File: src/rtl/serial_adder_ctrl.sv
// Wide unsigned adder built by running one 2-bit adder slice per cycle, LSB slice first,
// with a registered carry between slices and valid/ready handshakes on both sides.

module two_bit_adder (
  input  logic [1:0] a,
  input  logic [1:0] b,
  input  logic       cin,
  output logic [1:0] sum,
  output logic       cout
);

  logic [2:0] total;

  assign total = {1'b0, a} + {1'b0, b} + {2'b00, cin};
  assign sum   = total[1:0];
  assign cout  = total[2];

endmodule

module serial_adder_ctrl #(
  parameter int WIDTH = 8
) (
  input  logic             clk,
  input  logic             rst_n,
  input  logic             in_valid,
  output logic             in_ready,
  input  logic [WIDTH-1:0] a,
  input  logic [WIDTH-1:0] b,
  input  logic             cin,
  output logic             out_valid,
  input  logic             out_ready,
  output logic [WIDTH-1:0] sum,
  output logic             cout,
  output logic             busy
);

  localparam int NSLICES = WIDTH / 2;
  localparam int IDX_W   = (NSLICES > 1) ? $clog2(NSLICES) : 1;
  localparam logic [IDX_W-1:0] LAST_IDX   = IDX_W'(NSLICES - 1);
  localparam logic [IDX_W-1:0] IDX_ONE    = IDX_W'(1);
  localparam logic [WIDTH-1:0] SLICE_MASK = WIDTH'(3);

  generate
    if ((WIDTH < 2) || ((WIDTH % 2) != 0)) begin : g_width_check
      $error("serial_adder_ctrl: WIDTH must be even and >= 2");
    end
  endgenerate

  typedef enum logic [1:0] {
    IDLE = 2'd0,
    RUN  = 2'd1,
    DONE = 2'd2
  } state_t;

  state_t           state_q, state_d;
  logic [WIDTH-1:0] a_q, a_d;
  logic [WIDTH-1:0] b_q, b_d;
  logic             carry_q, carry_d;
  logic [IDX_W-1:0] idx_q, idx_d;
  logic [WIDTH-1:0] sum_q, sum_d;
  logic             cout_q, cout_d;

  logic [1:0]       slice_sum;
  logic             slice_cout;
  logic [IDX_W:0]   shamt;

  two_bit_adder u_slice (
    .a    (a_q[1:0]),
    .b    (b_q[1:0]),
    .cin  (carry_q),
    .sum  (slice_sum),
    .cout (slice_cout)
  );

  // Slice idx lands at bit 2*idx of the result
  assign shamt = {idx_q, 1'b0};

  always_comb begin
    state_d = state_q;
    a_d     = a_q;
    b_d     = b_q;
    carry_d = carry_q;
    idx_d   = idx_q;
    sum_d   = sum_q;
    cout_d  = cout_q;
    case (state_q)
      IDLE: begin
        if (in_valid) begin
          a_d     = a;
          b_d     = b;
          carry_d = cin;
          idx_d   = '0;
          state_d = RUN;
        end
      end
      RUN: begin
        sum_d   = (sum_q & ~(SLICE_MASK << shamt)) | (WIDTH'(slice_sum) << shamt);
        carry_d = slice_cout;
        a_d     = a_q >> 2;
        b_d     = b_q >> 2;
        idx_d   = idx_q + IDX_ONE;
        if (idx_q == LAST_IDX) begin
          cout_d  = slice_cout;
          state_d = DONE;
        end
      end
      DONE: begin
        if (out_ready) begin
          state_d = IDLE;
        end
      end
      default: state_d = IDLE;
    endcase
  end

  always_ff @(posedge clk or negedge rst_n) begin
    if (!rst_n) begin
      state_q <= IDLE;
      a_q     <= '0;
      b_q     <= '0;
      carry_q <= 1'b0;
      idx_q   <= '0;
      sum_q   <= '0;
      cout_q  <= 1'b0;
    end else begin
      state_q <= state_d;
      a_q     <= a_d;
      b_q     <= b_d;
      carry_q <= carry_d;
      idx_q   <= idx_d;
      sum_q   <= sum_d;
      cout_q  <= cout_d;
    end
  end

  assign in_ready  = (state_q == IDLE);
  assign out_valid = (state_q == DONE);
  assign busy      = (state_q != IDLE);
  assign sum       = sum_q;
  assign cout      = cout_q;

endmodule

File: config.mk
export PLATFORM = sky130hd
export DESIGN_NAME = serial_adder_ctrl
export DESIGN_NICKNAME = d
export VERILOG_FILES = /design/src/rtl/serial_adder_ctrl.sv
export SDC_FILE = /design/constraint.sdc
export NUM_CORES = 1
export LEC_CHECK = 0
export CAP_MARGIN = 20
export CORE_ASPECT_RATIO = 0.9
export CORE_UTILIZATION = 53
export CTS_CLUSTER_DIAMETER = 60
export DETAILED_ROUTE_END_ITERATION = 16
export GPL_TIMING_DRIVEN = 0
export HOLD_SLACK_MARGIN = 0.1
export PLACE_DENSITY = 0.84
export SYNTH_ARGS = -nofsm -noshare
export SYNTH_HDL_FRONTEND = slang
export SYNTH_HIERARCHICAL = 1
export SYNTH_SLANG_ARGS = --single-unit
File: constraint.sdc
create_clock -name clk -period 3.9 [get_ports clk]
set_input_delay 0.78 -clock clk [delete_from_list [all_inputs] [get_ports clk]]
set_output_delay 0.78 -clock clk [all_outputs]
set_load 0.05 [all_outputs]
Word level (Yosys, flattened, before mapping)
Index checks and enable logic that the tools add are counted. W data, S select, Z words.

Reductions and logical operators: 6. Eq/ne operators: 6. Muxes and demuxes: 12. Bitwise logic cells: 3. Shift-type cells: 2. $add $sub $neg: 3.

Operators with widths (number): $pmux W8 S2 (2); $mux W8 (2); $and A8 B8 Y8 (1); $mux W2 (4); $not A8 Y8 (1); $or A8 B8 Y8 (1); $shl A2 B3 Y8 (1); $shl A2 B3 Y8 const A (1); $pmux W2 S3 (1); $eq A2 B2 Y1 const B (2); $ne A2 B2 Y1 const B (2); $pmux W2 S2 (1); $reduce_and A2 Y1 (2); $reduce_bool A2 Y1 (2); $add A2 B2 Y3 (1); $add A3 B1 Y3 (1); $reduce_and A3 Y1 (1); $add A2 B1 Y2 const B (1); $eq A2 B1 Y1 const B (1); $logic_not A2 Y1 (1); $ne A2 B1 Y1 const B (1); $pmux W1 S2 (1); $mux W1 (1).

Bits of input ports: 21. Output and inout bits: 12. Bits in registers: 30. Word-level logic and storage cells: 39.

Logic depth before layout (Yosys ltp)
Gate-level depths: netlist (run 1).

Depth after elaboration: 4. Gate-level depth with buffers: 6. Depth with buffers taken out: 6.

Cells and area by module
The synthesis (run 1) kept the hierarchy.

Modules (own cells, without submodules): serial_adder_ctrl (sequential area each 750.7 um^2, cells each 125, times used 1, area an instance 1368.8 um^2); two_bit_adder (sequential area each 0.0 um^2, cells each 10, times used 1, area an instance 70.1 um^2).

Least setup slack after synthesis (run 1)
No wires, ideal clock.

Kind: reg-to-output. Start: register state_q[0]. End: output port busy. Required time: 3.120 ns. Slack: 1.307 ns. Data arrival time: 1.813 ns. Cell stages (with the launch flop): 4. Path buffers: 1. Cells stage by stage: dfrtp_1 > buf_4 > nor2_1 > inv_1.

Word-level cells in the longest chain between the ends: 1.

RTL lines: from (decl) (RTL line 55) `state_t state_q, state_d;`; from (signal assigned) (RTL line 126) `state_q <= state_d;`; $reduce_bool A2 Y1 (RTL line 138) `assign busy = (state_q != IDLE);`; to (decl) (RTL line 34) `output logic busy`.

Every way passes these cells.

Worst setup path in the final report (run 1)
Start: register state_q[0]. End: output port in_ready.

Word-level cells in the longest chain between the ends: 1.

RTL lines: $logic_not A2 Y1 (RTL line 136) `assign in_ready = (state_q == IDLE);`; to (decl) (RTL line 26) `output logic in_ready,`.

Every way passes these cells.

==> reports/qor.yml, run 1 <==
logic_synthesis:
  synth_adder_area_share: 0.0626
  ys_top_cells_by_count: "dfrtp_1 (30), o22ai_1 (18), inv_1 (12)"
  synth.avg_cell_area_um2: 10.7
  synth_area_leader_cell: "dfrtp_1"
  synthDistinctLibCells: 27
  yosysMostFrequentCell: "dfrtp_1"
  syn_nets: 162
  synthTopCellsByArea: "dfrtp_1 (52%), o22ai_1 (7.8%), a21oi_1 (3.5%)"
  synth_top_family_by_area: "compound AO/OA/AOI/OAI gates"
  yosys-mux-area-fraction: 0.0104
  synthesis.area_um2: 1440
  synth_flop_cell: "dfrtp_1"
  syn_inst: 135
  yosys.area_share.simple: 0.104
  yosys.area.top_type_share: 0.522
  yosysWarnings: 6
  synth-xor-area-share: 0
  yosysSeqAreaShare: 0.522
  synth_compound_area_frac: 0.237
  synth_edf_count: 0
  ys_seq_elements: 30
  async_reset_ff_frac: 1.00
floorplanning:
  die_w_um: 56.9
  start_util: 0.573
  rows: 17
  ios: 33
  core-area_um2: 2510
  die_y_um: 51.4
  dieArea_um2: 2930
placement:
  hpwl_mm: 2.26
  io_buffers: 32
  placed_cell_area_um2: 1820
  place_congestion: 0.793
  place_inst: 196
  preCtsSetupSlack_ns: 1.42
detailed_routing:
  final_antenna_net_count: 0
  dr.pass1.iters: 10
  num_vias: 1208
  wirelength_mm: 3.11
  wl_per_cell_um: 15.3
  via_per_inst: 5.92
  drt_iter0_drc: 44
  drc: 2
pwr:
  irDropWorstVdd_v: 0.000545
  p_int_w: 0.000942
  switching_share: 0.458
  power_leakage_nw: 0.844
  p_comb_frac: 0.565
  p_clk_frac: 0.113
  switching_power_w: 0.000795
  powerDensity_nw_per_um2: 923
  power_frac_seq: 0.322
cts:
  postCtsSetupBuffers: 0
  htree_levels: 2
  clk_latency_ns: 0.34
  cts_made_buffers: 5
  cts_buffer_depth: 2
  cts_sinks: 30
  clk_pin_slew_ns: 0.09
  cts_hold_buffers: 0
  cts_tree: "built"
  cts-root-buf: "clkbuf_4"
  cts_resized: 0
status:
  outcome: "finished, violations left"
  violations: "DRC"
worst_setup_path:
  reg2reg_to: "sum[5]"
  r2r_start: "a_q[0]"
  critPathArrivalTime_ns: 2.09
  cp.required_ns: 3.12
  crit_fanout: 10
  reg2reg_depth: 6
  reg2reg_slack_ns: 1.98
  slowest_stage: "clkdlybuf4s50_1"
  end_kind: "primary output"
  path_cells: "buf_4 > nor2_1 > clkdlybuf4s50_1"
  slowest_delay_ns: 0.87
  crit_type: "reg2out"
  cp-start-kind: "flop"
sta:
  clock-skew-final_ns: 0.00421
  postLayoutSetupSlackWorst_ns: 1.03
  grt_setup_unrepaired: "false"
  period_needed_ns: 2.87
  post-route-period-util: 0.737
  setup_viol: 0
  maxSlewViolCount: 0
  worst_slew_pin_slew_ns: 0.777
  max_clock_freq_mhz: 348
  max_slew_margin: 0.480
  hold_violations: 0
  tns_ns: 0
final_layout:
  antenna_cells: 0
  nNetsFinal: 202
  drive_gt1_frac: 0.125
  area_delta_synth_final_pct: 30.8
  final_cells: 204
  postLayoutCellArea_um2: 1880
worst_hold_path:
  min-delay-start: "sum[3]"
  min_to: "sum[3]"
  hp-class: "reg2reg"
  min_delay_path_depth: 1
global_route:
  grt_pass1_vias: 1183
  grt_max_degree: 17
  grt_pass1_wl_mm: 5.29
  overflow: 0
  antenna_found_initial: 0
  gr-usage-all-layers: 0.248
flow_run:
  cap_violations: 0
-- layer usage --
metal | GRT usage | vias to the layer above | wire (um)
met5 | 0 | - | 0
met4 | 0.146 | 0 | 77
met3 | 0.0506 | 8 | 135
met2 | 0.418 | 31 | 1560
met1 | 0.296 | 604 | 1340
li1 | - | 565 | -
-- final cells by class --
cell class,count,area [um2]
Buffer,7,42.5
Clock buffer,7,55.1
Clock inverter,1,5.00
Fill cell,182,628
Inverter,13,48.8
Multi-Input combinational cell,85,597
Sequential cell,30,751
Tap cell,28,35.0
Timing Repair Buffer,33,348
-- flip-flops by register name (all words and copies together) (netlist names) --
register and cells:
b_q 8, cout 1, state_q 2, idx_q 2
carry_q 1, a_q 8, sum 8
-- logic make-up after synthesis --
kind of cell             after synthesis
AND/OR/NAND/NOR                       27
flip-flops                            30
AO/OA/AOI/OAI                         51
multiplexers                           1
buffers and inverters                 20
adder cells (fa/ha/maj)                6
-- cells in the final DEF, fill, tap and decap left out, types with 4 or more instances in the layout --
cell type and count:
a22o_1 4, dfrtp_1 30, nor2_1 6, a32o_1 4, nand2b_1 4, clkdlybuf4s50_1 32
clkbuf_4 5, inv_1 12, ha_1 4, nand2_1 8, a21oi_1 10, o21ai_0 9
o22ai_1 18
-- critical path, delay by kind of cell (launching register included) --
kind          cells  cell delay, ns
simple gates      1            0.28
buf+inv           2            1.05
flops             1            0.42
-- power groups by stage --
stage                     Sequential (W)  Clock (W)  Combinational (W)
after floorplan                 0.000692          0           0.000572
after global placement          0.000557          0           0.000951
after detailed placement        0.000565          0           0.000977
after CTS                       0.000559   0.000199           0.000979
after global routing            0.000581   0.000212            0.00106
final                           0.000559   0.000196           0.000982
-- metrics by stage --
stage	hold slack (ns)	total power (W)	util
CTS	0.505	0.00174	0.750
finish	0.497	0.00174	0.750
floorplan	0.475	0.00126	-
global placement	0.474	0.00151	0.715
detailed placement	0.484	0.00154	0.726
global route	0.529	0.00185	0.750
-- how the worst max path moves through the flow --
stage,slack [ns],to,start
final,1.03,in_ready,state_q[0]
after global routing,0.99,out_valid,state_q[1]
after CTS,1.04,in_ready,state_q[0]
after detailed placement,1.42,in_ready,state_q[0]
after global placement,1.44,out_valid,state_q[1]
after floorplan,1.31,busy,state_q[0]
Power figures use the tool's default switching activity.
==> run 2, diff against run 1 <==
Settings changed: CORE_UTILIZATION 53 to 49, PLACE_DENSITY 0.84 to 0.78.
Clock period 3.9 ns to 2.69 ns, I/O delays scaled along.
==> run 2 against run 1 <==
Die area is 7.9% higher; clock power is 44% higher; total power is 45% higher; critical path depth is 1 higher; the flow now finishes without violations; combinational power is 45% higher; via count is 1.2% higher; non-clock buffer count stayed put; worst hold slack better by 0.0049 ns; first-iteration DRC count is 27% higher; sequential power is 46% higher; worst setup slack worse by 0.88 ns; critical path type unchanged; clock skew is 0.0083 ns higher.
==> reports/qor.yml, run 2 (synthesized netlist as in run 1, its figures left out) <==
status:
  outcome: "completed"
final_layout:
  drive_gt1_frac: 0.125
  final_cell_mix: "dfrtp_1 (30), clkdlybuf4s50_1 (30), o22ai_1 (18)"
  antenna_cells: 0
  nNetsFinal: 202
  area_delta_synth_final_pct: 32.2
  fillCellCount: 242
  final_cells: 216
floorplanning:
  die_y_um: 53.4
  rows: 18
  die_w_um: 59.1
  core-area_um2: 2770
  start_util: 0.519
  dieArea_um2: 3160
  ios: 33
detailed_routing:
  dr.pass1.iters: 4
  wirelength_mm: 3.21
  wl_per_cell_um: 14.8
  num_vias: 1223
  drc: 0
  final_antenna_net_count: 0
  drt_iter0_drc: 56
  via_per_inst: 5.66
cts:
  cts_resized: 0
  cts_made_buffers: 5
  htree_levels: 2
  postCtsSetupBuffers: 0
  cts_tree: "built"
  clk_pin_slew_ns: 0.10
  clk_latency_ns: 0.33
  cts-root-buf: "clkbuf_4"
  cts_buffer_depth: 2
  cts_sinks: 30
  cts_hold_buffers: 0
sta:
  clock-skew-final_ns: 0.0125
  max_clock_freq_mhz: 393
  hold_violations: 0
  worst_slew_pin_slew_ns: 0.731
  max_slew_margin: 0.511
  setup_viol: 0
  maxSlewViolCount: 0
  post-route-period-util: 0.946
  tns_ns: 0
  grt_setup_unrepaired: "false"
  period_needed_ns: 2.54
pwr:
  switching_power_w: 0.00116
  p_int_w: 0.00136
  p_clk_frac: 0.112
  power_leakage_nw: 0.873
  powerDensity_nw_per_um2: 1320
  p_total_w: 0.00252
  p_comb_frac: 0.564
  power_frac_seq: 0.324
  switching_share: 0.459
  irDropWorstVdd_v: 0.000785
placement:
  place_inst: 208
  place_congestion: 0.814
  io_buffers: 32
  hpwl_mm: 2.45
global_route:
  grt_max_degree: 18
  grt_pass1_vias: 1167
  grt_pass1_wl_mm: 5.29
  gr-usage-all-layers: 0.232
  antenna_found_initial: 0
  overflow: 0
worst_setup_path:
  r2r_start: "a_q[0]"
  critPathArrivalTime_ns: 2.01
  reg2reg_slack_ns: 0.77
  crit_fanout: 10
  path_cells: "buf_4 > nor2_1 > inv_1 > clkdlybuf4s50_1"
  end_kind: "primary output"
  critical_path.top_delay_family: "buffers and inverters"
  cp-start-kind: "flop"
  crit_type: "reg2out"
  slowest_stage: "clkdlybuf4s50_1"
  cp.required_ns: 2.15
  cp_num_buf_inv: 3
  reg2reg_depth: 6
  slowest_delay_ns: 0.70
  reg2reg_to: "sum[5]"
worst_hold_path:
  min_delay_path_depth: 1
  min-delay-start: "sum[3]"
  hp-class: "reg2reg"
  min_to: "sum[3]"
flow_run:
  cap_violations: 0
[run 2: cell types whose count changed in the layout (fill, tap and decap cells not counted)]
| cell | before | now |
|---|---|---|
| clkdlybuf4s50_1 | 32 | 30 |
| dlymetal6s2s_1 | 0 | 2 |
[run 2: metal layers]
metal | vias to the layer above | share of wire | global-route usage
li1 | 572 | - | -
met1 | 589 | 0.43 | 0.299
met2 | 55 | 0.49 | 0.371
met3 | 7 | 0.068 | 0.0611
met4 | 0 | 0.017 | 0.0913
met5 | - | 0 | 0
[run 2: layout make-up]
cell class,count,area (um2),area share
Sequential cell,30,751,0.395
Timing Repair Buffer,33,353,0.186
Multi-Input combinational cell,85,597,0.314
Tap cell,40,50.0,0.0263
Buffer,7,42.5,0.0224
Clock inverter,1,5.00,0.00263
Clock buffer,7,55.1,0.0289
Inverter,13,48.8,0.0257
[run 2: worst reg2reg max path, delay by kind of cell, from the launching register on]
| family | cells | cell delay (ns) |
|---|---|---|
| AOI/OAI and AO/OA | 1 | 0.25 |
| adders and majority gates | 2 | 0.91 |
| buffers and inverters | 2 | 0.13 |
| DFF | 1 | 0.38 |
| and+or+nand+nor | 1 | 0.14 |
[run 2: worst max-delay path by stage]
stage	slack (ns)	depth (start not counted)	start	to
2_1_floorplan	0.34	3	state_q[0]	busy
3_3_place_gp	0.46	5	state_q[1]	out_valid
3_5_place_dp	0.41	3	state_q[0]	in_ready
4_1_cts	0.02	3	state_q[0]	in_ready
5_1_grt	0.07	4	state_q[0]	busy
6_report	0.15	4	state_q[0]	busy
[run 2: power groups by stage]
stage / Sequential, W / Clock (W) / Combinational [W]
6_report: 0.000815 / 0.000282 / 0.00142
5_1_grt: 0.000844 / 0.000310 / 0.00155
4_1_cts: 0.000816 / 0.000288 / 0.00143
3_5_place_dp: 0.000824 / 0 / 0.00143
3_3_place_gp: 0.000810 / 0 / 0.00138
2_1_floorplan: 0.00100 / 0 / 0.000829
[run 2: metrics by stage]
step	hold slack (ns)	setup WS, ns	instance area [um2]	util
final	0.502	0.145	1900	0.687
after global routing	0.531	0.0695	1900	0.687
after CTS	0.510	0.0245	1900	0.685
after detailed placement	0.489	0.414	1840	0.663
after global placement	0.483	0.463	1810	0.653
after floorplan	0.242	0.339	1440	-
==> run 3, diff against run 2 <==
Settings changed: CORE_UTILIZATION 49 to 45, PLACE_DENSITY 0.78 to 0.73, SLEW_MARGIN set to 15.
==> run 3 against run 2 <==
Fmax rose by 2.6%; register-to-register slack got worse by 0.02 ns; non-clock buffer count fell by 1; critical endpoint unchanged; largest cell class unchanged; highest routed layer unchanged.
==> reports/qor.yml, run 3 (synthesized netlist as in run 1, its figures left out) <==
status:
  outcome: "completed"
final_layout:
  antenna_cells: 0
  area_delta_synth_final_pct: 29.2
  fillCellCount: 279
  post-route-util: 0.611
  nNetsFinal: 201
  drive_gt1_frac: 0.126
  postLayoutCellArea_um2: 1860
  final_cell_mix: "dfrtp_1 (30), clkdlybuf4s50_1 (29), o22ai_1 (18)"
  layout_commonest_cell: "dfrtp_1"
floorplanning:
  ios: 33
  start_util: 0.473
  die_y_um: 55.6
  die_w_um: 61.6
  dieArea_um2: 3430
  rows: 19
  core-area_um2: 3040
worst_setup_path:
  startpoint: "state_q[0]"
  reg2reg_slack_ns: 0.75
  reg2reg_to: "sum[5]"
  slowest_delay_ns: 0.70
  crit_type: "reg2out"
  critPathArrivalTime_ns: 1.94
  end_kind: "primary output"
  cp-endpoint: "busy"
  cp-start-kind: "flop"
  crit_fanout: 10
  r2r_start: "a_q[0]"
  slowest_stage: "clkdlybuf4s50_1"
  cp.required_ns: 2.15
  reg2reg_depth: 6
  path_cells: "buf_4 > nor2_1 > inv_1 > clkdlybuf4s50_1"
sta:
  max_slew_margin: 0.558
  worst_slew_pin_slew_ns: 0.662
  period_needed_ns: 2.48
  grt_setup_unrepaired: "false"
  hold_violations: 0
  clock-skew-final_ns: 0.00544
  max_clock_freq_mhz: 403
  tns_ns: 0
  post-route-period-util: 0.922
  maxSlewViolCount: 0
  setup_viol: 0
global_route:
  grt_max_degree: 31
  gr-usage-all-layers: 0.218
  grt_pass1_vias: 1245
  antenna_found_initial: 0
  grt_pass1_wl_mm: 5.35
  overflow: 0
pwr:
  powerDensity_nw_per_um2: 1330
  p_clk_frac: 0.098
  power_leakage_nw: 0.856
  switching_share: 0.463
  irDropWorstVdd_v: 0.000581
  p_comb_frac: 0.571
  power_frac_seq: 0.331
  p_int_w: 0.00133
  switching_power_w: 0.00115
detailed_routing:
  dr.pass1.iters: 4
  drt_iter0_drc: 56
  wirelength_mm: 3.14
  wl_per_cell_um: 14.5
  drc: 0
  final_antenna_net_count: 0
  via_per_inst: 5.54
  num_vias: 1197
worst_hold_path:
  hp-class: "in2async"
cts:
  cts_buffer_depth: 2
  cts_resized: 0
  cts_hold_buffers: 0
  postCtsSetupBuffers: 0
  cts_sinks: 30
  cts-root-buf: "clkbuf_4"
  cts_tree: "built"
  cts_made_buffers: 5
  clk_latency_ns: 0.33
  clk_pin_slew_ns: 0.09
  htree_levels: 2
placement:
  hpwl_mm: 2.31
  io_buffers: 32
  placed_cell_area_um2: 1810
  place_congestion: 0.836
flow_run:
  cap_violations: 0
## run 3: changes by cell type in the layout (fill, tap and decap cells not counted)
| cell | previous run | this run |
|---|---|---|
| buf_16 | 1 | 0 |
| buf_2 | 3 | 4 |
| clkbuf_1 | 2 | 1 |
| clkbuf_8 | 1 | 0 |
| clkdlybuf4s50_1 | 30 | 29 |
| clkinv_2 | 1 | 2 |
## run 3: metal layers
metal | vias to the layer above | part of all wire | GRT usage | wire length [um]
li1 | 562 | - | - | -
met1 | 588 | 0.44 | 0.268 | 1370
met2 | 39 | 0.48 | 0.333 | 1500
met3 | 8 | 0.054 | 0.0767 | 168
met4 | 0 | 0.029 | 0.108 | 92
met5 | - | 0 | 0 | 0
## run 3: worst min-delay path by stage
stage               cells past startpoint  endpoint    from
CTS                                     1    a_q[1]   rst_n
global placement                        1    sum[3]  sum[3]
floorplan                               0    a_q[0]   rst_n
global route                            1    b_q[3]   rst_n
detailed placement                      1    sum[2]  sum[2]
finish                                  1    a_q[4]   rst_n
## run 3: metrics by stage
step | std cells | total power (W) | hold slack (ns) | setup slack [ns]
3_3_place_gp | 209 | 0.00220 | 0.476 | 0.460
2_1_floorplan | 135 | 0.00183 | 0.242 | 0.339
4_1_cts | 216 | 0.00250 | 0.236 | 0.0651
3_5_place_dp | 209 | 0.00225 | 0.481 | 0.466
6_report | 216 | 0.00247 | 0.232 | 0.210
5_1_grt | 216 | 0.00267 | 0.255 | 0.0995
## run 3: cell type report
cell class / count / area (um2) / share of cell area
Sequential cell: 30 / 751 / 0.404
Multi-Input combinational cell: 85 / 597 / 0.321
Inverter: 13 / 48.8 / 0.0262
Buffer: 7 / 42.5 / 0.0229
Timing Repair Buffer: 32 / 320 / 0.172
Clock inverter: 2 / 10.0 / 0.00538
Tap cell: 42 / 52.6 / 0.0283
Clock buffer: 5 / 37.5 / 0.0202
## run 3: critical path: cells and delay by family (launching register included)
family	cells	cell delay, ns
DFF	1	0.42
and+or+nand+nor	1	0.24
buffers and inverters	3	0.95
## run 3: power by group through the flow
stage / Clock [W] / Sequential [W] / Combinational (W)
CTS: 0.000257 / 0.000816 / 0.00142
finish: 0.000243 / 0.000817 / 0.00141
detailed placement: 0 / 0.000824 / 0.00142
floorplan: 0 / 0.00100 / 0.000829
global route: 0.000281 / 0.000843 / 0.00154
global placement: 0 / 0.000812 / 0.00139
